### src/rtl/ifid_stall_ctrl.sv
// IF/ID pipeline register with stall/flush control, stall watchdog and optional stall counter.
// Optional feature macro: STALL_PERF_CNT_EN (free-running stall-cycle performance counter).
module ifid_stall_ctrl #(
    parameter int PC_W      = 32,
    parameter int INSTR_W   = 32,
    parameter int STALL_MAX = 15
) (
    input  logic               clk,
    input  logic               rst,
    input  logic               stall,
    input  logic               flush,
    input  logic [PC_W-1:0]    pc_next,
    input  logic [INSTR_W-1:0] instr_in,
    output logic [PC_W-1:0]    pc,
    output logic [INSTR_W-1:0] instructionID,
    output logic [PC_W-1:0]    pcID,
    output logic               validID,
    output logic               stall_timeout,
    output logic [31:0]        stall_cycles
);

    typedef enum logic [1:0] {
        RUN    = 2'd0,
        HOLD   = 2'd1,
        SQUASH = 2'd2
    } state_t;

    localparam logic [7:0] MAX_CNT = 8'(STALL_MAX);

    state_t     state;
    logic [7:0] stallCnt;
    logic [7:0] stallCntNext;

    // A stall entered from RUN or SQUASH is the first of a run; only HOLD continues one.
    always_comb begin
        stallCntNext = 8'd1;
        if (state == HOLD) begin
            stallCntNext = (stallCnt >= MAX_CNT) ? MAX_CNT : stallCnt + 8'd1;
        end
    end

    always_ff @(posedge clk) begin
        if (rst) begin
            state         <= RUN;
            pc            <= '0;
            instructionID <= '0;
            pcID          <= '0;
            validID       <= 1'b0;
            stallCnt      <= '0;
            stall_timeout <= 1'b0;
        end else if (flush) begin
            state         <= SQUASH;
            pc            <= pc_next;
            instructionID <= '0;
            pcID          <= '0;
            validID       <= 1'b0;
            stallCnt      <= '0;
        end else if (stall) begin
            state    <= HOLD;
            stallCnt <= stallCntNext;
            if (stallCntNext == MAX_CNT) begin
                stall_timeout <= 1'b1;
            end
        end else begin
            state         <= RUN;
            pc            <= pc_next;
            instructionID <= instr_in;
            pcID          <= pc + PC_W'(4);
            validID       <= (instr_in != '0);
            stallCnt      <= '0;
        end
    end

`ifdef STALL_PERF_CNT_EN
    always_ff @(posedge clk) begin
        if (rst) begin
            stall_cycles <= '0;
        end else if (stall && !flush) begin
            stall_cycles <= stall_cycles + 32'd1;
        end
    end
`else
    assign stall_cycles = '0;
`endif

endmodule

### config.mk
export PLATFORM = sky130hd
export DESIGN_NAME = ifid_stall_ctrl
export DESIGN_NICKNAME = d
export VERILOG_FILES = /design/src/rtl/ifid_stall_ctrl.sv
export SDC_FILE = /design/constraint.sdc
export NUM_CORES = 1
export LEC_CHECK = 0
export ABC_CLOCK_PERIOD_IN_PS = 4600
export CAP_MARGIN = 15
export CORE_MARGIN = 4
export CORE_UTILIZATION = 46
export DETAILED_ROUTE_END_ITERATION = 8
export GPL_TIMING_DRIVEN = 0
export PLACE_DENSITY = 0.93
export SYNTH_ARGS = -nofsm -noshare
export SYNTH_HDL_FRONTEND = slang
export SYNTH_SLANG_ARGS = --single-unit
### constraint.sdc
create_clock -name clk -period 4.6 [get_ports clk]
set_clock_uncertainty 0.2 [all_clocks]
set_input_delay 0.69 -clock clk [delete_from_list [all_inputs] [get_ports clk]]
set_output_delay 0.69 -clock clk [all_outputs]
set_load 0.02 [all_outputs]
== Word level (Yosys, flattened, before mapping) ==
Index checks and enable logic that the tools add are counted.
Storage, ports and cells
  bits in writable memories: 0
  memories kept: 0
  output and inout bits: 130
  bits in latches: 0
  bits in read-only memories: 0
  flip-flop bits (word level): 108
Operators by class
  reductions and logical operators: 4
  magnitude comparators: 1
  multiplexer cells: 6
  div/mod/pow operators: 0
  equality and inequality tests: 3
  bitwise logic cells: 2
  shift operators: 0
  add/sub/neg operators: 2
  multiply operators: 0
Operators with widths (number)
  2-to-1 mux 32 bit: 2
  adder 32 x 3 -> 32 bit, second input constant: 1
  nonzero test 32 bit: 1
  2-to-1 mux 8 bit: 2
  adder 8 x 1 -> 8 bit, second input constant: 1
  equality test 8 x 4 -> 1 bit, second input constant: 1
  greater-or-equal comparator 8 x 4 -> 1 bit, second input constant: 1
  AND reduction 3 bit: 1
  OR reduction 3 bit: 1
  equality test 2 x 1 -> 1 bit, second input constant: 1
  2-to-1 mux 2 bit: 1
  inequality test 2 x 1 -> 1 bit, second input constant: 1
  NOT 1 bit: 2
  OR reduction 2 bit: 1
  2-to-1 mux 1 bit: 1

== Depth between registers and ports, before layout ==
Gate-level depths: netlist of the first run.
  word-level depth: 5
  mapped depth: 7

== Worst setup path before layout of the first run ==
No wires, ideal clock.
  path type: flip-flop to flip-flop
  from: register pc[2]
  to: register pcID[26]
  path buffers: 1
  arrival: 1585 ps
  library setup time: 133 ps
  slack: 2682 ps
  cell stages (with the launch flop): 8
  cell sequence: dfxtp_1 ha_1 and3_1 buf_4 nand3_2 nor4_2 xnor2_1 a21oi_1
Between the ends
  word-level cells in the longest chain between the ends: 1
RTL lines
  from (decl): RTL line 14  | output logic [PC_W-1:0] pc,
  from (signal assigned): RTL line 53  | pc <= pc_next;
  from (signal assigned): RTL line 66  | pc <= pc_next;
  adder 32 x 3 -> 32 bit: RTL line 68  | pcID <= pc + PC_W'(4);
  to (signal assigned): RTL line 68
  to (decl): RTL line 16  | output logic [PC_W-1:0] pcID,
Every way passes these cells.
A chain may end at the register's enable or synchronous reset.

== Worst setup path after layout of the first run ==
  from: register pc[19]
  to: output port pc[19]
No word-level cell between the ends.

==> metrics.md, run 1 <==
| Metric | Value |
|---|---|
| Skew-Pair Late Insertion Delay | ~0.36 ns |
| Antenna violations before repair | 1 |
| Final HPWL DP | 10700 um |
| CTS tree | done |
| Die height | 108 um |
| Post-synthesis cell count | 515 |
| Clk pwr share | between 20 and 30% |
| Io pins | 198 |
| Wire length per cell | about 16 um |
| Status | finished clean |
| Lkg Pwr | 2.67 nW |
| Commonest cells after routing, fill and taps aside | clkdlybuf4s50_1, dfxtp_1, nand2_1 |
| Maximum fanout along the worst path | 8 |
| Worst hold start | pcID[31] |
| Utilization after layout | slightly below 70% |
| Setup Slack @ Placement | around 1.9 ns |
| Hold crit path type | reg2reg |
| Power Total | approximately 0.0019 W |
| Main synth FF type | dfxtp_1 |
| Vias in the first global route | between 4000 and 5000 |
| Drt via density | 5.02 |
| CTS Buf Count | 9 |
| Clk root buf | clkbuf_8 |
| Initial DRC Count | 182 |
| Clk slew on worst S/H paths | 0.10 ns |
| Tmin final | around 2.4 ns |
| Critical path buffers and inverters | 1 |
| Slowest library cell on the worst path | clkdlybuf4s50_1 |
| Routed wire length | 13400 um |
| Final period util | a little over half |
| Global-route wire length before repair | roughly 21000 um |
| Part of the Yosys area used for sequential elements | a little under half |
| Critical Path, Cell by Cell | clkdlybuf4s50_1 |
| Hold_buf cts | 0 |
| Hold Path Cell Cnt | 2 |
| GR Overflow Total | 0 |
| Syn_area_per_cell | 8.85 um2 |
| Final worst slack | about 2.2 ns |
| FF-to-FF setup slack | about 2.6 ns |
| CP delay by family, top | buffers and inverters |
| Hold Vio Cnt, Final | 0 |
| Comb power frac | around 18% |
| YS warnings | 0 |
| Power Internal | about 0.0014 W |
| Share of synthesized registers carrying an async set or reset | 0% |
| Depth of the most critical reg-to-reg path | 5 |
| CTS H-Tree Depth | 3 |
| EDFF count, synth | 0 |
| Nets | roughly 800 |
| Largest stage delay, worst path | around 0.67 ns |
| DRT Pass-1 Iters | 4 |
| Psw | ~0.00054 W |
| ANT nets after route | 0 |
| CTS Sinks | roughly 110 |
| Post-CTS sizing | 0 |
| GR Util All Layers | around 23% |
| TNS Setup | 0 ns |
| FP Rows | 36 |
| Die width | 108 um |
| P&R area growth vs syn | 46.9% |
| Synth Cell Area | approximately 4600 um2 |
| Clock Path Buffers | 2 |
| Switching Fraction | between 20% and 30% |
| Max IR drop VDD | about 250 uV |
| Worst Tran Pin Value | ~0.69 ns |
| Post-CTS Setup Bufs | 0 |
| Final Max Slew Viols | 0 |
| Layout cell share with drive strength beyond 1 | under 10% |
| Pin count of the biggest net entering global routing | 19 |
| RSZ-0062 raised after global routing | false |
| Required @ worst endpoint | between 3 and 4 ns |
| Commonest non-fill, non-tap cell in the layout | clkdlybuf4s50_1 |
| Max-cap violation count | 0 |
| Vias | between 4000 and 5000 |
| Worst Hold Path EP | pcID[31] |
| # DRC | 0 |
| Buffers on Ports | between 150 and 200 |
| Reg2Reg Capture Point | pcID[31] |
| Initial Utilization | 46.8% |
| Worst r2r src | pc[19] |
| F_max | 410 MHz |
| Slew Limit Headroom | around 54% |
| Seq pwr share | between 50% and 60% |
| PwrDens | 290 nW/um2 |
| Synth Register Bits | about 110 |
| CP startpoint kind | flip-flop |
| Yosys cell types | between 40 and 50 |
| Core ar. | roughly 9700 um2 |
| Routability cong. | between 0.8 and 0.9 |
| WP data arrival | between 1.5 and 2 ns |
| CP Capture Type | output pin |
| Die footprint | about 12000 um2 |
| # setup viols final | 0 |
| Crit Path Category | reg2out |
==> cell type report <==
class | instances | area [um2]
clock inverter | 7 | 72.6
antenna | 1 | 2.50
inverter | 4 | 15.0
tap | 133 | 166
multi-input combinational | 374 | 2120
fill | 749 | 3040
buffer | 64 | 388
sequential | 108 | 2160
clock buffer | 9 | 124
timing repair buffer | 164 | 1640
==> logic make-up after synthesis <==
logic type / share of synthesized area (%)
adder cells (fa/ha/maj): 0.549
other: 0.0823
AO/OA/AOI/OAI: 10.1
multiplexers: 8.35
XOR/XNOR: 5.77
AND/OR/NAND/NOR: 18.9
flip-flops: 47.5
buffers and inverters: 8.84
==> routing by layer <==
layer | track usage [%] | part of all wire, % | up-vias
li1 | - | - | 2099
met1 | 25.0 | 39 | 2028
met2 | 40.5 | 50 | 189
met3 | 8.76 | 9.3 | 17
met4 | 7.48 | 1.5 | 0
met5 | 0 | 0 | -
==> synthesized netlist by cell type, types with 3 or more instances <==
cell / n / share of area (%)
dfxtp_1: 108 / 47
nand2_1: 76 / 6.3
a21oi_1: 58 / 6.4
nor2_1: 53 / 4.4
mux2i_1: 38 / 8.3
buf_4: 34 / 5.6
clkbuf_1: 20 / 1.6
o21ai_0: 19 / 2.1
xnor2_1: 16 / 3.1
xor2_1: 14 / 2.7
nand3_1: 11 / 1.2
nand4_1: 9 / 1.2
nor4_1: 9 / 1.2
and3_1: 6 / 0.82
buf_1: 4 / 0.33
buf_2: 4 / 0.44
inv_1: 4 / 0.33
nor3_1: 3 / 0.33
==> sequential cells by signal (all words and copies together), names as in the netlist <==
register	cells
stallCnt	8
stall_timeout	1
instructionID	32
pc	32
validID	1
pcID	32
state	2
==> power groups by stage <==
stage                     sequential [W]  clock (W)  combinational (W)
after floorplan                  0.00107          0           0.000141
after global placement           0.00103          0           0.000339
after detailed placement         0.00103          0           0.000347
after CTS                        0.00101   0.000587           0.000349
after global routing             0.00102   0.000626           0.000375
final                            0.00101   0.000579           0.000350
==> worst max path at each step <==
stage / to / startpoint / slack [ns] / depth (start not counted)
after CTS: pc[4] / pc[4] / 2.16 / 1
after floorplan: pcID[26] / pc[2] / 2.68 / 7
final: pc[19] / pc[19] / 2.16 / 1
after detailed placement: instructionID[3] / flush / 1.85 / 5
after global placement: instructionID[5] / flush / 1.90 / 5
after global routing: pc[19] / pc[19] / 2.12 / 1
==> per-stage QoR <==
step / hold WS, ns / instances / area, um2
CTS: 0.276 / 863 / 6690
global route: 0.320 / 864 / 6690
detailed placement: 0.251 / 847 / 6490
finish: 0.274 / 864 / 6690
global placement: 0.254 / 847 / 6490
floorplan: 0.290 / 550 / 4690
==> worst min-delay path: stages (launching register included) <==
cell and delay [ns]:
dfxtp_1 0.34, nand2_1 0.06, o31ai_2 0.05
(Power assumes the default switching activity.)
==> inputs of run 2 (changes only) <==
==> config.mk (replaced) <==
export PLATFORM = sky130hd
export DESIGN_NAME = ifid_stall_ctrl
export DESIGN_NICKNAME = d
export VERILOG_FILES = /design/src/rtl/ifid_stall_ctrl.sv
export SDC_FILE = /design/constraint.sdc
export NUM_CORES = 1
export LEC_CHECK = 0
export ABC_CLOCK_PERIOD_IN_PS = 2050
export CAP_MARGIN = 15
export CORE_MARGIN = 4
export CORE_UTILIZATION = 38
export DETAILED_ROUTE_END_ITERATION = 8
export GPL_TIMING_DRIVEN = 0
export PLACE_DENSITY = 0.83
export SYNTH_ARGS = -nofsm -noshare
export SYNTH_HDL_FRONTEND = slang
export SYNTH_SLANG_ARGS = --single-unit
==> constraint.sdc (replaced) <==
create_clock -name clk -period 2.05 [get_ports clk]
set_clock_uncertainty 0.2 [all_clocks]
set_input_delay 0.3075 -clock clk [delete_from_list [all_inputs] [get_ports clk]]
set_output_delay 0.3075 -clock clk [all_outputs]
set_load 0.02 [all_outputs]
==> metrics.md, run 2 (synthesis results as in run 1) <==
| Metric | Value |
|---|---|
| Required @ worst endpoint | about 1.5 ns |
| Top flop regs | instructionID: 32 flops, pcID: 32 flops, pc: 32 flops |
| Die width | about 120 um |
| CTS Sinks | about 110 |
| Setup Slack @ Placement | -0.332 ns |
| Initial DRC Count | 252 |
| # DRC | 0 |
| Placed cells | roughly 860 |
| Clock Path Buffers | 2 |
| Commonest non-fill, non-tap cell in the layout | clkdlybuf4s50_1 |
| CP delay by family, top | buffers and inverters |
| # diodes | 0 |
| WP data arrival | around 1.5 ns |
| Core ar. | around 12000 um2 |
| Routed wire length | around 14000 um |
| Nets | ~790 |
| Max IR drop VDD | between 600 and 700 uV |
| Psw | between 0.001 and 0.0015 W |
| CTS tree | done |
| Clk root buf | clkbuf_16 |
| Wire length per cell | approximately 16 um |
| Power Total | about 0.0048 W |
| Routability cong. | 0.889 |
| Seq pwr share | a little under half |
| ANT nets after route | 0 |
| FP Rows | 39 |
| Hold_buf cts | 0 |
| Clk slew on worst S/H paths | 0.07 ns |
| Layout cell share with drive strength beyond 1 | just over 10% |
| Antenna violations before repair | 0 |
| Crit Path Category | reg2out |
| Slew Limit Headroom | around 53% |
| Fin cells | around 870 |
| Vias | ~4200 |
| Power Internal | about 0.0035 W |
| Buffers on Ports | approximately 160 |
| Commonest cells after routing, fill and taps aside | clkdlybuf4s50_1, dfxtp_1, nand2_1 |
| Final worst slack | ~0.041 ns |
| PwrDens | between 700 and 800 nW/um2 |
| Placed Area | approximately 6500 um2 |
| Lkg Pwr | around 2.8 nW |
| Post-route cell area | just under 7000 um2 |
| Global-route wire length before repair | 21700 um |
| Max-cap violation count | 0 |
| CTS H-Tree Depth | 3 |
| Clk pwr share | approximately 36% |
| Worst Tran Pin Value | 0.712 ns |
| Switching Fraction | 26.6% |
| Initial Utilization | roughly 39% |
| CP startpoint kind | flip-flop |
| Vias in the first global route | approximately 4300 |
| Critical path buffers and inverters | 1 |
| Hold crit path type | in2reg |
| Largest stage delay, worst path | between 0.6 and 0.7 ns |
| CP Capture Type | output pin |
| Final Max Slew Viols | 0 |
| TNS Setup | 0 ns |
| P&R area growth vs syn | 49.8% |
| Die height | roughly 120 um |
| CTS Buf Count | 9 |
| Drt via density | 4.84 |
| Final period util | a little over nine tenths |
| GR Util All Layers | a little under a fifth |
| Final HPWL DP | around 11000 um |
| Critical Path, Cell by Cell | clkdlybuf4s50_1 |
| Skew-Pair Late Insertion Delay | ~0.34 ns |
| Io pins | slightly below 200 |
| Slowest library cell on the worst path | clkdlybuf4s50_1 |
| Hold Vio Cnt, Final | 0 |
| F_max | roughly 500 MHz |
| Comb power frac | between 10% and 20% |
| DRT Pass-1 Iters | 4 |
| Pin count of the biggest net entering global routing | 19 |
| Die footprint | 13800 um2 |
| Status | finished clean |
| Maximum fanout along the worst path | 5 |
| # setup viols final | 0 |
| Tmin final | approximately 2 ns |
| Post-CTS Setup Bufs | 0 |
| GR Overflow Total | 0 |
==> run 2: metal layers <==
layer	vias up	share of wire [%]	global-route usage (%)
li1	2097	-	-
met1	1931	39	22.0
met2	161	50	33.2
met3	34	7.3	5.86
met4	0	3.5	7.99
met5	-	0	0
==> run 2: cell type report <==
cell class | count | area, um2
Sequential cell | 108 | 2170
Multi-Input combinational cell | 374 | 2130
Inverter | 4 | 15.0
Buffer | 63 | 385
Fill cell | 1009 | 4740
Timing Repair Buffer | 164 | 1650
Tap cell | 143 | 179
Clock buffer | 9 | 225
Clock inverter | 7 | 75.1
==> run 2: power by group through the flow <==
| stage | Combinational (W) | Clock (W) | Sequential (W) |
|---|---|---|---|
| 5_1_grt | 0.000832 | 0.00187 | 0.00229 |
| 6_report | 0.000780 | 0.00175 | 0.00227 |
| 3_3_place_gp | 0.000762 | 0 | 0.00231 |
| 4_1_cts | 0.000778 | 0.00178 | 0.00227 |
| 2_1_floorplan | 0.000317 | 0 | 0.00240 |
| 3_5_place_dp | 0.000775 | 0 | 0.00232 |
==> run 2: through the flow <==
| step | utilization (%) | hold slack, ns |
|---|---|---|
| after floorplan | - | 0.236 |
| after global placement | 56.3 | 0.246 |
| after detailed placement | 56.3 | 0.266 |
| after CTS | 58.9 | 0.259 |
| after global routing | 59.0 | 0.311 |
| final | 59.0 | 0.253 |
==> run 2: path summary, 6_finish.rpt <==
| kind | start | end | slack (ns) | depth (start not counted) |
|---|---|---|---|---|
| worst min-delay path | stall | pcID[19] | 0.25 | 4 |
| worst max register to register | pc[19] | pcID[31] | 0.10 | 5 |
| worst min register to register | validID | validID | 0.28 | 2 |
| worst max-delay path | pc[26] | pc[26] | 0.04 | 1 |
==> run 2: what timing repair did <==
item	in CTS	in global routing
resized for setup	1	13
pin swaps	0	0
setup endpoints to repair	1	47
==> inputs of run 3 (changes only) <==
--- a/config.mk
+++ b/config.mk
@@ -12,6 +12,8 @@
 export DETAILED_ROUTE_END_ITERATION = 8
 export GPL_TIMING_DRIVEN = 0
 export PLACE_DENSITY = 0.83
+export SKIP_LAST_GASP = 1
+export SLEW_MARGIN = 25
 export SYNTH_ARGS = -nofsm -noshare
 export SYNTH_HDL_FRONTEND = slang
 export SYNTH_SLANG_ARGS = --single-unit
==> metrics.md, run 3 (synthesis results as in run 1) <==
| Metric | Value |
|---|---|
| Wire length per cell | roughly 16 um |
| Nets | between 700 and 800 |
| Placed Area | about 6500 um2 |
| Initial Utilization | 39.4% |
| Required @ worst endpoint | approximately 1.5 ns |
| CTS Buf Count | 9 |
| # diodes | 0 |
| ANT nets after route | 0 |
| Drt via density | between 4 and 5 |
| Max-cap violation count | 0 |
| Critical path buffers and inverters | 1 |
| CP delay by family, top | buffers and inverters |
| Layout cell share with drive strength beyond 1 | between 10% and 20% |
| PwrDens | around 700 nW/um2 |
| Setup Slack @ Placement | -0.332 ns |
| Core ar. | 11600 um2 |
| Depth of the most critical reg-to-reg path | 6 |
| Multi-input gate area | 2130 um2 |
| Final worst slack | between 0.03 and 0.04 ns |
| Worst hold start | stall |
| Power Total | around 0.0048 W |
| WP data arrival | ~1.5 ns |
| CP Depth | 1 |
| Commonest non-fill, non-tap cell in the layout | clkdlybuf4s50_1 |
| Final HPWL DP | approximately 11000 um |
| Crit Path Category | reg2out |
| CTS Sinks | ~110 |
| Worst Hold Path EP | pcID[19] |
| Hold Path Cell Cnt | 4 |
| CTS tree | done |
| Largest stage delay, worst path | approximately 0.67 ns |
| Top flop regs | instructionID: 32 flops, pcID: 32 flops, pc: 32 flops |
| Status | finished clean |
| Final Max Slew Viols | 0 |
| Slew Limit Headroom | 52.5% |
| Vias | 4223 |
| FF-to-FF setup slack | approximately 0.10 ns |
| GR Util All Layers | 19.2% |
| Register area | 2170 um2 |
| Hold_buf cts | 0 |
| TNS Setup | 0 ns |
| Routed wire length | between 10000 and 15000 um |
| Reg2Reg Capture Point | pcID[29] |
| CP Capture Type | output pin |
| Worst Tran Pin Value | approximately 0.71 ns |
| # setup viols final | 0 |
| Pin count of the biggest net entering global routing | 19 |
| Lkg Pwr | roughly 2.8 nW |
| GR Overflow Total | 0 |
| Post-CTS Setup Bufs | 0 |
| CTS H-Tree Depth | 3 |
| Die height | roughly 120 um |
| Antenna violations before repair | 0 |
| Clk slew on worst S/H paths | ~0.070 ns |
| Final period util | between 90% and 100% |
| Slowest library cell on the worst path | clkdlybuf4s50_1 |
| Die width | between 100 and 150 um |
| Clk root buf | clkbuf_16 |
| Tmin final | just over 2 ns |
| Hold crit path type | in2reg |
| # DRC | 0 |
| Worst r2r src | pc[4] |
| Buffers on Ports | about 160 |
| Maximum fanout along the worst path | 5 |
| P&R area growth vs syn | 49.8% |
| Commonest cells after routing, fill and taps aside | clkdlybuf4s50_1, dfxtp_1, nand2_1 |
| Fin cells | between 800 and 900 |
| Routability cong. | about 0.89 |
| FP Rows | 39 |
| Post-route cell area | between 6000 and 7000 um2 |
| Fill cell count | between 1000 and 1500 |
| Hold Vio Cnt, Final | 0 |
| DRT Pass-1 Iters | 4 |
| Io pins | 198 |
| CP startpoint kind | flip-flop |
| Skew-Pair Late Insertion Delay | 0.34 ns |
| Initial DRC Count | between 200 and 250 |
| Max IR drop VDD | ~700 uV |
| RSZ-0062 raised after global routing | true |
| F_max | between 400 and 500 MHz |
| Clock Path Buffers | 2 |
| Critical Path, Cell by Cell | clkdlybuf4s50_1 |
| Placed cells | between 800 and 900 |
| Vias in the first global route | around 4300 |
| Global-route wire length before repair | 21700 um |
| Die footprint | approximately 14000 um2 |
[run 3: cell count changes in the layout (fill, tap and decap cells not counted)]
cell	before	now
dfxtp_1	103	105
and4_4	2	1
dfxtp_2	5	3
and4_2	1	2
[run 3: layer usage]
metal / GRT usage (%) / vias to the layer above / wire length [um]
li1: - / 2096 / -
met1: 22.0 / 1929 / 5380
met2: 33.2 / 162 / 6770
met3: 5.86 / 36 / 879
met4: 7.99 / 0 / 487
met5: 0 / - / 0
[run 3: worst max path at each step]
stage,end,slack (ns),start
final,pc[26],0.03,pc[26]
after global routing,pcID[29],-0.06,pc[19]
after CTS,pc[9],0.03,pc[9]
after detailed placement,instructionID[30],-0.33,flush
after global placement,pcID[0],-0.29,flush
after floorplan,pcID[26],0.13,pc[2]
[run 3: timing repair]
item	CTS	global route
hold endpoints to repair	0	0
resized for setup	1	10
endpoints found under the setup margin	1	47
[run 3: power breakdown]
part / total [W] / switching, W / internal [W]
Sequential: 0.00227 / 0.0000879 / 0.00219
Combinational: 0.000780 / 0.000394 / 0.000385
Clock: 0.00174 / 0.000789 / 0.000952
[run 3: layout make-up]
cell class	count	share of cell area, %
Buffer	63	5.65
Tap cell	143	2.62
Timing Repair Buffer	164	24.2
Multi-Input combinational cell	374	31.2
Clock inverter	7	1.10
Inverter	4	0.220
Sequential cell	108	31.7
Clock buffer	9	3.30
[run 3: per-stage QoR]
step,util [%],hold slack [ns]
after floorplan,-,0.236
after global placement,56.3,0.246
after detailed placement,56.3,0.266
after CTS,58.9,0.259
after global routing,59.0,0.311
final,59.0,0.262
